<file path="src/rtl/cache_pkg.sv">
// Shared widths, line/beat types and FSM encoding for the cache-line burst adaptor.
package cache_pkg;
    localparam int LINE_W     = 256;
    localparam int BURST_W    = 64;
    localparam int ADDR_W     = 32;
    localparam int BEATS      = LINE_W / BURST_W;
    localparam int BEAT_IDX_W = $clog2(BEATS);
    localparam int OFFSET_W   = $clog2(LINE_W / 8);

    localparam logic [1:0] ST_IDLE = 2'd0;
    localparam logic [1:0] ST_RD   = 2'd1;
    localparam logic [1:0] ST_WR   = 2'd2;
    localparam logic [1:0] ST_DONE = 2'd3;

    typedef logic [LINE_W-1:0]     line_t;
    typedef logic [BURST_W-1:0]    burst_t;
    typedef logic [BEAT_IDX_W-1:0] beat_idx_t;
    typedef logic [ADDR_W-1:0]     addr_t;

    typedef enum logic [1:0] {
        IDLE = ST_IDLE,
        RD   = ST_RD,
        WR   = ST_WR,
        DONE = ST_DONE
    } adaptor_state_e;

    function automatic addr_t line_align(input addr_t a);
        addr_t r;
        r = a;
        r[OFFSET_W-1:0] = '0;
        return r;
    endfunction
endpackage

</file>
<file path="src/rtl/line_beat_buffer.sv">
// One cache line of storage: whole-line load, beat-indexed write and beat-indexed read mux.
module line_beat_buffer
    import cache_pkg::*;
(
    input  logic      clk,
    input  logic      rst,
    input  logic      i_load,
    input  line_t     i_line,
    input  logic      i_beat_we,
    input  beat_idx_t i_beat_idx,
    input  burst_t    i_beat,
    output line_t     o_line,
    output burst_t    o_beat
);
    line_t r_buf;

    always_ff @(posedge clk or negedge rst) begin
        if (!rst) begin
            r_buf <= '0;
        end else if (i_load) begin
            r_buf <= i_line;
        end else if (i_beat_we) begin
            r_buf[int'(i_beat_idx)*BURST_W +: BURST_W] <= i_beat;
        end
    end

    assign o_line = r_buf;
    assign o_beat = r_buf[int'(i_beat_idx)*BURST_W +: BURST_W];
endmodule

</file>
<file path="src/rtl/cacheline_burst_adaptor.sv">
// Turns one cache-line read/write into a BEATS-beat memory burst and answers with one resp_o pulse.
// Defining ADAPTOR_STATS_EN adds saturating line/stall statistics outputs.
module cacheline_burst_adaptor
    import cache_pkg::*;
(
    input  logic   clk,
    input  logic   rst,
    input  line_t  line_i,
    output line_t  line_o,
    input  addr_t  address_i,
    input  logic   read_i,
    input  logic   write_i,
    output logic   resp_o,
    input  burst_t burst_i,
    output burst_t burst_o,
    output addr_t  address_o,
    output logic   read_o,
    output logic   write_o,
    input  logic   resp_i
`ifdef ADAPTOR_STATS_EN
    ,
    output logic [31:0] stat_rd_lines,
    output logic [31:0] stat_wr_lines,
    output logic [31:0] stat_stall_cycles
`endif
);
    // state | meaning
    // IDLE  | waiting for a cache request
    // RD    | read burst, collecting beats into the buffer
    // WR    | write burst, streaming buffer beats out
    // DONE  | one-cycle resp_o to the cache
    adaptor_state_e r_state;
    beat_idx_t      r_beat;
    addr_t          r_addr;

    logic   w_last;
    logic   w_busy;
    logic   w_load;
    logic   w_beat_we;
    burst_t w_rd_beat;

    assign w_last    = (r_beat == beat_idx_t'(BEATS - 1));
    assign w_busy    = (r_state == RD) || (r_state == WR);
    assign w_load    = (r_state == IDLE) && !read_i && write_i;
    assign w_beat_we = (r_state == RD) && resp_i;

    always_ff @(posedge clk or negedge rst) begin
        if (!rst) begin
            r_state <= IDLE;
            r_beat  <= '0;
            r_addr  <= '0;
        end else begin
            case (r_state)
                IDLE: begin
                    if (read_i) begin
                        r_addr  <= line_align(address_i);
                        r_state <= RD;
                    end else if (write_i) begin
                        r_addr  <= line_align(address_i);
                        r_state <= WR;
                    end
                end
                RD, WR: begin
                    if (resp_i) begin
                        r_beat <= w_last ? '0 : r_beat + 1'b1;
                        if (w_last) begin
                            r_state <= DONE;
                        end
                    end
                end
                default: r_state <= IDLE;
            endcase
        end
    end

    line_beat_buffer u_buf (
        .clk        (clk),
        .rst        (rst),
        .i_load     (w_load),
        .i_line     (line_i),
        .i_beat_we  (w_beat_we),
        .i_beat_idx (r_beat),
        .i_beat     (burst_i),
        .o_line     (line_o),
        .o_beat     (w_rd_beat)
    );

    assign read_o    = (r_state == RD);
    assign write_o   = (r_state == WR);
    assign resp_o    = (r_state == DONE);
    assign address_o = r_addr;
    assign burst_o   = (r_state == WR) ? w_rd_beat : '0;

`ifdef ADAPTOR_STATS_EN
    logic [31:0] r_stat_rd;
    logic [31:0] r_stat_wr;
    logic [31:0] r_stat_stall;

    always_ff @(posedge clk or negedge rst) begin
        if (!rst) begin
            r_stat_rd    <= '0;
            r_stat_wr    <= '0;
            r_stat_stall <= '0;
        end else begin
            if ((r_state == RD) && resp_i && w_last && (r_stat_rd != '1)) begin
                r_stat_rd <= r_stat_rd + 32'd1;
            end
            if ((r_state == WR) && resp_i && w_last && (r_stat_wr != '1)) begin
                r_stat_wr <= r_stat_wr + 32'd1;
            end
            if (w_busy && !resp_i && (r_stat_stall != '1)) begin
                r_stat_stall <= r_stat_stall + 32'd1;
            end
        end
    end

    assign stat_rd_lines     = r_stat_rd;
    assign stat_wr_lines     = r_stat_wr;
    assign stat_stall_cycles = r_stat_stall;
`else
    logic w_unused;
    assign w_unused = w_busy;
`endif
endmodule

</file>
<file path="config.mk">
export PLATFORM = sky130hd
export DESIGN_NAME = cacheline_burst_adaptor
export DESIGN_NICKNAME = d
export VERILOG_FILES = /design/src/rtl/cache_pkg.sv /design/src/rtl/line_beat_buffer.sv /design/src/rtl/cacheline_burst_adaptor.sv
export SDC_FILE = /design/constraint.sdc
export NUM_CORES = 1
export LEC_CHECK = 0
export ABC_AREA = 1
export BUFFER_PORTS_ARGS = -buffer_cell sky130_fd_sc_hd__buf_2
export CORE_ASPECT_RATIO = 0.75
export CORE_MARGIN = 4
export CORE_UTILIZATION = 25
export CTS_CLUSTER_SIZE = 20
export DETAILED_ROUTE_END_ITERATION = 16
export GPL_TIMING_DRIVEN = 0
export SLEW_MARGIN = 20
export SYNTH_ARGS = -nofsm -noshare
export SYNTH_HDL_FRONTEND = slang
export SYNTH_SLANG_ARGS = --single-unit
export TNS_END_PERCENT = 5
</file>
<file path="constraint.sdc">
create_clock -name clk -period 2.15 [get_ports clk]
set_clock_uncertainty 0.05 [all_clocks]
set_input_delay 0.43 -clock clk [delete_from_list [all_inputs] [get_ports clk]]
set_output_delay 0.43 -clock clk [all_outputs]
set_load 0.03 [all_outputs]
</file>
==> results of run 1 <==
through the flow:
stage                     instances  setup slack [ns]  hold WS, ns
after detailed placement       4336             -1.69        0.329
final                          4426            -0.453       0.0557
after floorplan                2697           0.00944       0.0844
after global routing           4425            -0.516       0.0396
after global placement         4333             -5.39        0.401
after CTS                      4415            -0.483       0.0198
critical path, cell delays in order, from the launching register on:
cell and delay [ns]:
dfrtp_1 0.43, inv_2 0.10, ha_2 0.22, clkinv_4 0.07
buf_12 0.16, buf_4 0.19, a21oi_1 0.16, buf_2 0.23
cells by family after synthesis:
logic type / Yosys count / share of synthesized area (%)
compound gates: 199 / 6.60
buf+inv: 423 / 10.0
flops: 287 / 40.8
fa+ha+maj: 9 / 0.640
simple gates: 1774 / 41.9
other cells: 1 / 0.0213
cells in the mapped netlist (6+ instances only):
cell type and number:
a21oi_1 67, buf_1 45, buf_2 81, buf_4 7, buf_6 6, clkbuf_1 74
dfrtp_1 287, ha_1 9, inv_1 201, inv_2 9, nand2_1 972, nand3_1 540
nor2_1 258, o211ai_1 64, o21ai_0 66
cell type report:
| class | instances | area [µm²] | area share [%] |
|---|---|---|---|
| repair inverters | 1 | 6.26 | 0.0247 |
| plain buffers | 213 | 1860 | 7.34 |
| multi-input cells | 1987 | 8950 | 35.3 |
| repair buffers | 729 | 4190 | 16.5 |
| inverters | 210 | 881 | 3.48 |
| clock inverters | 6 | 36.3 | 0.143 |
| clock buffers | 54 | 1050 | 4.14 |
| diodes | 4 | 10.0 | 0.0395 |
| flip-flops and latches | 287 | 7180 | 28.3 |
| well taps | 935 | 1170 | 4.62 |
registers in the layout, summed over array words and instances (netlist names):
| name | cells |
|---|---|
| address_o | 27 |
| u_buf.o_line | 256 |
| r_beat | 2 |
| r_state | 2 |
metal layers:
| layer | wire length (µm) | track usage (%) | up-vias |
|---|---|---|---|
| li1 | - | - | 10120 |
| met1 | 42000 | 34.5 | 10752 |
| met2 | 47900 | 42.5 | 1306 |
| met3 | 10000 | 6.10 | 183 |
| met4 | 3110 | 7.51 | 12 |
| met5 | 67 | 0 | - |
what timing repair did:
action,CTS,global route
setup buffers,14,5
pin swaps,27,37
gates resized for setup,347,260
setup endpoints to repair,321,320
hold buffers,1,0
gates cloned,4,3
endpoints found under the hold margin,46,0
worst max-delay path by stage:
stage	start	to	slack (ns)	cells past startpoint
detailed placement	r_beat[1]	u_buf.o_line[242]	-1.69	10
CTS	r_beat[0]	burst_o[60]	-0.48	9
global route	r_beat[0]	burst_o[45]	-0.52	8
floorplan	r_state[0]	burst_o[10]	0.009	5
finish	r_state[0]	burst_o[34]	-0.45	7
global placement	rst	u_buf.o_line[57]	-5.39	1
power by group through the flow:
stage	sequential (µW)	clock, µW	combinational, µW
after floorplan	15000	0	10100
after global placement	10600	0	24100
after detailed placement	10700	0	24300
after CTS	10600	6050	26700
after global routing	11000	6290	29800
final	10800	5970	28100
==> results_dict.tcl, run 1 <==
set metrics [dict create \
    cp.required_ns 1.67 \
    grt_pass1_vias 21137 \
    hp-start "line_i[96]" \
    final_cell_mix "nand2_1 (961), buf_2 (680), nand3_1 (535)" \
    worstPathMaxFanout 10 \
    yosysTopAreaCell "dfrtp_1" \
    fin_crit_sh_pct 121 \
    finalWirelength_um 103000 \
    post-dp-hpwl_um 77500 \
    drt-initial-drc-count 2146 \
    ff2ff_setup_slack_ns -0.10 \
    holdPathEnd "u_buf.o_line[96]" \
    arrival_ns 2.12 \
    routabilityCongestion 0.943 \
    cts_tree "built" \
    setup_tns_ns -25.58 \
    die_w_um 314 \
    clk_pin_slew_ns 0.06 \
    fin_util_pct 36.7 \
    rows 83 \
    hold_depth 3 \
    p_switching_uw 24500 \
    io_buffers 701 \
    finalWorstSetupSlack_ns -0.453 \
    ys_seq_area_share_pct 40.8 \
    drt_pre_antenna_iters 6 \
    drtAntennaViolNets 0 \
    antenna_found_initial 12 \
    relSlewSlack_pct 55.7 \
    cts_buffers 36 \
    status "complete, but fails checks" \
    drc 0 \
    postSynthCellCount 2693 \
    tightest_slew_ns 0.664 \
    layout_commonest_cell "nand2_1" \
    synth_top_cell_area_share_pct 40.8 \
    area_growth_pct 44.1 \
    setup_viol 139 \
    core_area_um2 69100 \
    violations "negative setup slack" \
    wl_per_cell_um 23.3 \
    clkPwrFrac_pct 13.3 \
    synth-main-ff-cell "dfrtp_1" \
    dr_total_vias 22373 \
    io_pins 712 \
    power_density_nw_per_um2 1770 \
    maxSlewViolCount 0 \
    die-area_um2 74700 \
    min_period_ns 2.60 \
    power.total_uw 44900 \
    cts_buffer_depth 3 \
    synth_cell_type_count 20 \
    synth_area_leaders "dfrtp_1 (41%), nand2_1 (21%), nand3_1 (15%), nor2_1 (5.5%), inv_1 (4.3%)" \
    internal-power_uw 20400 \
    viasPerCell 5.05 \
    yosysWarnings 0 \
    fmax_ghz 0.384 \
    r2r_cells 11 \
    leakage_uw 0.0141 \
    place_area_um2 22400 \
    comb_power_share_pct 62.7 \
    critPathKind "flop to output port" \
    n_fill_cell 7611 \
    synth-seq-cells 287 \
    p_seq_share_pct 24.0 \
    cp-start-kind "flop" \
    grt_usage_pct 26.0 \
    syn-cell-area_um2 17600 \
    drive_above_1_share_pct 30.5 \
    reg2reg_from "r_beat[1]" \
    grt_setup_unrepaired "yes" \
    synth_edf_count 0 \
    grt_pass1_wl_um 144000 \
    ir_drop_uv 773 \
    fp.dieH_um 238 \
    insertion_delay_ns 0.54 \
    end_kind "output port" \
    maxCapViolations 0 \
    cts-root-buf "clkbuf_16" \
    cts_sinks 287 \
    nNetsFinal 3831 \
    power_switching_share_pct 54.5 \
    rr_endpoint "u_buf.o_line[149]" \
    synth_area_per_cell_um2 6.53 \
    initial_utilization_pct 25.5 \
    grt_overflow 0 \
    async_flop_share_pct 100 \
    cts_max_level 2 \
    grt_max_degree 91 \
    hold_viol_final 0 \
    postLayoutCellArea_um2 25300 \
    min_path_type "input pin to flop" \
]
(Power assumes the default switching activity.)
==> run 2, diff against run 1 <==
==> constraint.sdc (replaced) <==
create_clock -name clk -period 3.4 [get_ports clk]
set_clock_uncertainty 0.05 [all_clocks]
set_input_delay 0.68 -clock clk [delete_from_list [all_inputs] [get_ports clk]]
set_output_delay 0.68 -clock clk [all_outputs]
set_load 0.03 [all_outputs]
==> run 2 against run 1 <==
Against the previous run: the flow now finishes without violations; combinational power is 45% lower; via count decreased by 0.64%; wire length shrank 1.8%; global-route usage decreased by 0.29 points; die area unchanged; clock power down 37%; worst setup slack improved by 0.56 ns; critical path depth unchanged; sequential share of layout area rose by 2.2 points; critical path type unchanged.
==> results_dict.tcl, run 2 (same netlist as run 1, synthesis figures left out) <==
set metrics [dict create \
    worstPathMaxFanout 12 \
    hold_viol_final 0 \
    nNetsFinal 3806 \
    layout_commonest_cell "nand2_1" \
    drt-initial-drc-count 2246 \
    hold_depth 3 \
    grt_usage_pct 25.8 \
    maxCapViolations 0 \
    ir_drop_uv 464 \
    core_area_um2 69100 \
    drive_above_1_share_pct 25.4 \
    place_area_um2 22400 \
    cts_sinks 287 \
    grt_pass1_vias 20821 \
    cp-start-kind "flop" \
    cts_max_level 2 \
    power_density_nw_per_um2 1110 \
    grt_pass1_wl_um 143000 \
    min_period_ns 3.30 \
    dr_total_vias 22230 \
    maxSlewViolCount 0 \
    fin_util_pct 34.1 \
    end_kind "output port" \
    clk_pin_slew_ns 0.06 \
    drt_pre_antenna_iters 6 \
    final_cell_mix "nand2_1 (972), buf_2 (778), nand3_1 (540)" \
    relSlewSlack_pct 26.8 \
    fin_crit_sh_pct 97.0 \
    r2r_cells 11 \
    io_pins 712 \
    die_w_um 314 \
    largest_reg_flops 256 \
    rows 83 \
    fp.dieH_um 238 \
    area_growth_pct 33.9 \
    routabilityCongestion 0.943 \
    grt_setup_unrepaired "yes" \
    initial_utilization_pct 25.5 \
    fmax_ghz 0.303 \
    cts_buffer_depth 3 \
    wl_per_cell_um 23.0 \
    drc 0 \
    critPathKind "flop to output port" \
    cts_setup_buffers 0 \
    whs_ns 0.306 \
    status "complete, no violations" \
    postLayoutCellArea_um2 23500 \
    grt_max_degree 91 \
    tightest_slew_ns 1.10 \
    die-area_um2 74700 \
    finalWorstSetupSlack_ns 0.103 \
    antenna_found_initial 11 \
    cts_tree "built" \
    cts_buffers 36 \
    cp.required_ns 2.67 \
    insertion_delay_ns 0.54 \
    cts-root-buf "clkbuf_16" \
    grt_overflow 0 \
    setup_viol 0 \
    post-dp-hpwl_um 77500 \
    post-place-ws_ns -0.440 \
    drtAntennaViolNets 0 \
    viasPerCell 5.05 \
    io_buffers 701 \
    min_path_type "input pin to flop" \
    finalWirelength_um 101000 \
    arrival_ns 2.57 \
    leakage_uw 0.0134 \
]
[run 2: cell count changes in the layout (fill, tap and decap cells not counted), moves of 18 or more]
cell	delta
buf_8	-18
clkbuf_1	+47
a21oi_2	-29
buf_6	-46
buf_4	-71
clkbuf_4	-34
buf_1	+35
nor2_1	+19
buf_12	-19
buf_2	+98
o21ai_0	+23
a21oi_1	+29
[run 2: repair_timing]
| item | 4_1_cts | 5_1_grt |
|---|---|---|
| resized for setup | 22 | 11 |
| cloned | 0 | 0 |
| hold buffers | 1 | 0 |
| hold endpoints to repair | 21 | 0 |
| endpoints found under the setup margin | 308 | 36 |
[run 2: worst paths after layout]
path	start	end	slack, ns
hold reg to reg	address_o[14]	address_o[14]	0.42
max in group asynchronous	rst	u_buf.o_line[251]	1.45
setup reg to reg	r_beat[0]	u_buf.o_line[242]	0.22
min in group asynchronous	rst	u_buf.o_line[91]	0.59
setup / recovery	r_beat[0]	burst_o[60]	0.10
hold / removal	line_i[66]	u_buf.o_line[66]	0.31
[run 2: layer usage]
metal	global-route usage (%)	vias up	routed length [µm]
met2	42.2	1362	47100
met1	34.6	10636	41200
met5	0	-	68
met4	6.94	12	2790
met3	5.31	163	10100
li1	-	10057	-
[run 2: report_power, final]
part | internal [µW] | switching [µW]
Clock | 2130 | 1640
Sequential | 5090 | 1690
Combinational | 4000 | 11500
Total | 11200 | 14800
[run 2: area by class of cell]
cell class,count,area [µm²]
fillers,7766,45500
inverters,210,788
clock buffers,54,1050
multi-input cells,1987,8660
plain buffers,213,1030
repair buffers,705,3610
well taps,935,1170
clock inverters,6,36.3
flip-flops and latches,287,7180
diodes,3,7.51
[run 2: critical path, stage by stage, from the launching register on]
cell,delay [ns]
dfrtp_1,0.39
buf_4,0.18
inv_2,0.23
buf_6,0.25
buf_4,0.26
o21ai_0,0.18
a21oi_1,0.27
buf_2,0.25
[run 2: per-stage QoR]
stage	setup TNS [ns]	power, µW	instances
after floorplan	0	15900	2697
after global placement	-1325.74	22000	4333
after detailed placement	-60.76	22100	4336
after CTS	0	26000	4397
after global routing	-0.156	27500	4399
final	0	26100	4400
==> run 3, diff against run 2 <==
--- a/config.mk
+++ b/config.mk
@@ -13,7 +13,7 @@
 export CTS_CLUSTER_SIZE = 20
 export DETAILED_ROUTE_END_ITERATION = 16
 export GPL_TIMING_DRIVEN = 0
-export SLEW_MARGIN = 20
+export MAX_ROUTING_LAYER = met4
 export SYNTH_ARGS = -nofsm -noshare
 export SYNTH_HDL_FRONTEND = slang
 export SYNTH_SLANG_ARGS = --single-unit
==> run 3 against run 2 <==
Against the previous run: critical path depth down 1; register-to-register slack barely moved; non-clock buffer count shrank 2; worst hold slack got worse by 0.23 ns; maximum frequency decreased by 1.7%; final cell count about the same; utilization about the same; final area is 0.12% lower; first-iteration DRC count down 4.8%; wire length is 0.23% higher; combinational power barely moved.
==> results_dict.tcl, run 3 (same netlist as run 1, synthesis figures left out) <==
set metrics [dict create \
    post-dp-hpwl_um 77600 \
    end_kind "output port" \
    grt_usage_pct 26.6 \
    tightest_slew_ns 1.17 \
    cts_tree "built" \
    fin_crit_sh_pct 98.6 \
    ff2ff_setup_slack_ns 0.21 \
    drt_pre_antenna_iters 6 \
    maxSlewViolCount 0 \
    setup_viol 0 \
    drtAntennaViolNets 0 \
    largest_reg_flops 256 \
    grt_overflow 0 \
    insertion_delay_ns 0.55 \
    area_growth_pct 33.7 \
    arrival_ns 2.62 \
    min_path_type "input pin to async pin" \
    dp.cells 4335 \
    power_switching_share_pct 57.0 \
    routabilityCongestion 0.955 \
    cts_sinks 287 \
    drc 0 \
    final_cells 4401 \
    fp.dieH_um 238 \
    layout_commonest_cell "nand2_1" \
    status "complete, no violations" \
    io_pins 712 \
    cts_max_level 2 \
    die-area_um2 74700 \
    initial_utilization_pct 25.5 \
    grt_pass1_wl_um 144000 \
    rows 83 \
    critPathKind "flop to output port" \
    cts_hold_buf 0 \
    comb_power_share_pct 59.7 \
    viasPerCell 5.05 \
    cts-root-buf "clkbuf_16" \
    worstPathMaxFanout 10 \
    relSlewSlack_pct 21.8 \
    n_fill_cell 7708 \
    maxCapViolations 0 \
    cp.required_ns 2.67 \
    ff_latch_area_um2 7180 \
    multi_input_area_um2 8660 \
    io_buffers 701 \
    leakage_uw 0.0134 \
    finalWorstSetupSlack_ns 0.0461 \
    postLayoutCellArea_um2 23500 \
    die_w_um 314 \
    min_period_ns 3.35 \
    grt_setup_unrepaired "yes" \
    grt_pass1_vias 21108 \
    cts_buffer_depth 3 \
    drive_above_1_share_pct 25.5 \
    drt-initial-drc-count 2139 \
    place_area_um2 22300 \
    grt_max_degree 108 \
    power_density_nw_per_um2 1110 \
    cts_buffers 36 \
    clk_pin_slew_ns 0.06 \
    fmax_ghz 0.298 \
    p_seq_share_pct 26.0 \
    core_area_um2 69100 \
    antenna_found_initial 10 \
    finalWirelength_um 102000 \
    cp-start-kind "flop" \
    ir_drop_uv 447 \
    internal-power_uw 11200 \
    clkPwrFrac_pct 14.3 \
    nNetsFinal 3804 \
    post-place-ws_ns -0.798 \
    final_cell_mix "nand2_1 (972), buf_2 (779), nand3_1 (540)" \
    wl_per_cell_um 23.1 \
    dr_total_vias 22222 \
    p_switching_uw 14800 \
    hold_viol_final 0 \
]
run 3: cell types whose count changed in the layout (fill, tap and decap cells not counted):
cell,delta
dlygate4sd3_1,-1
inv_6,+1
diode_2,+5
clkbuf_2,+2
buf_16,-1
buf_1,-1
clkbuf_1,-2
clkinv_2,-3
buf_2,+1
run 3: final timing paths:
check / start / end / cells past startpoint
worst max register to register: r_beat[0] / u_buf.o_line[161] / 12
worst max-delay path: r_state[0] / burst_o[27] / 6
min in group clk: line_i[66] / u_buf.o_line[66] / 3
worst min-delay path: rst / u_buf.o_line[91] / 1
max in group asynchronous: rst / u_buf.o_line[121] / 2
worst min register to register: address_o[12] / address_o[12] / 2
run 3: metrics by stage:
stage	total power (µW)	TNS, ns	hold slack (ns)	utilization (%)
final	26000	0	0.0809	34.0
after floorplan	15900	0	0.334	-
after global routing	27500	-0.0396	0.105	34.0
after global placement	22000	-1340.75	0.400	32.3
after detailed placement	22100	-89.12	0.403	32.3
after CTS	26000	-0.0249	0.0852	34.0
run 3: timing repair:
item | 4_1_cts | 5_1_grt
resized for setup | 28 | 13
cloned | 0 | 0
endpoints found under the setup margin | 308 | 38
buffers inserted | 0 | 0
run 3: layout make-up:
| cell class | count | area share (%) |
|---|---|---|
| inverter | 210 | 3.35 |
| antenna | 8 | 0.0852 |
| multi-input combinational | 1987 | 36.9 |
| buffer | 213 | 4.39 |
| sequential | 287 | 30.5 |
| clock buffer | 54 | 4.47 |
| tap | 935 | 4.98 |
| timing repair buffer | 703 | 15.2 |
| clock inverter | 4 | 0.128 |
run 3: power groups by stage:
stage / sequential, µW / clock (µW) / combinational [µW]
finish: 6760 / 3740 / 15500
global route: 6920 / 3950 / 16600
CTS: 6680 / 3800 / 15500
detailed placement: 6720 / 0 / 15400
global placement: 6720 / 0 / 15300
floorplan: 9500 / 0 / 6370
run 3: layer usage:
metal  global-route usage, %  wire [µm]  up-vias
li1                        -          -    10068
met1                    34.6      42400    10723
met2                    42.0      47100     1243
met3                    5.09       8840      188
met4                    8.15       3160        0
met5                       -          0        -
run 3: worst max-delay path, stage by stage, from the launching register on:
cell,delay [ns]
dfrtp_1,0.41
inv_1,0.08
ha_1,0.22
inv_2,0.44
clkbuf_1,0.50
a21oi_1,0.18
buf_2,0.23
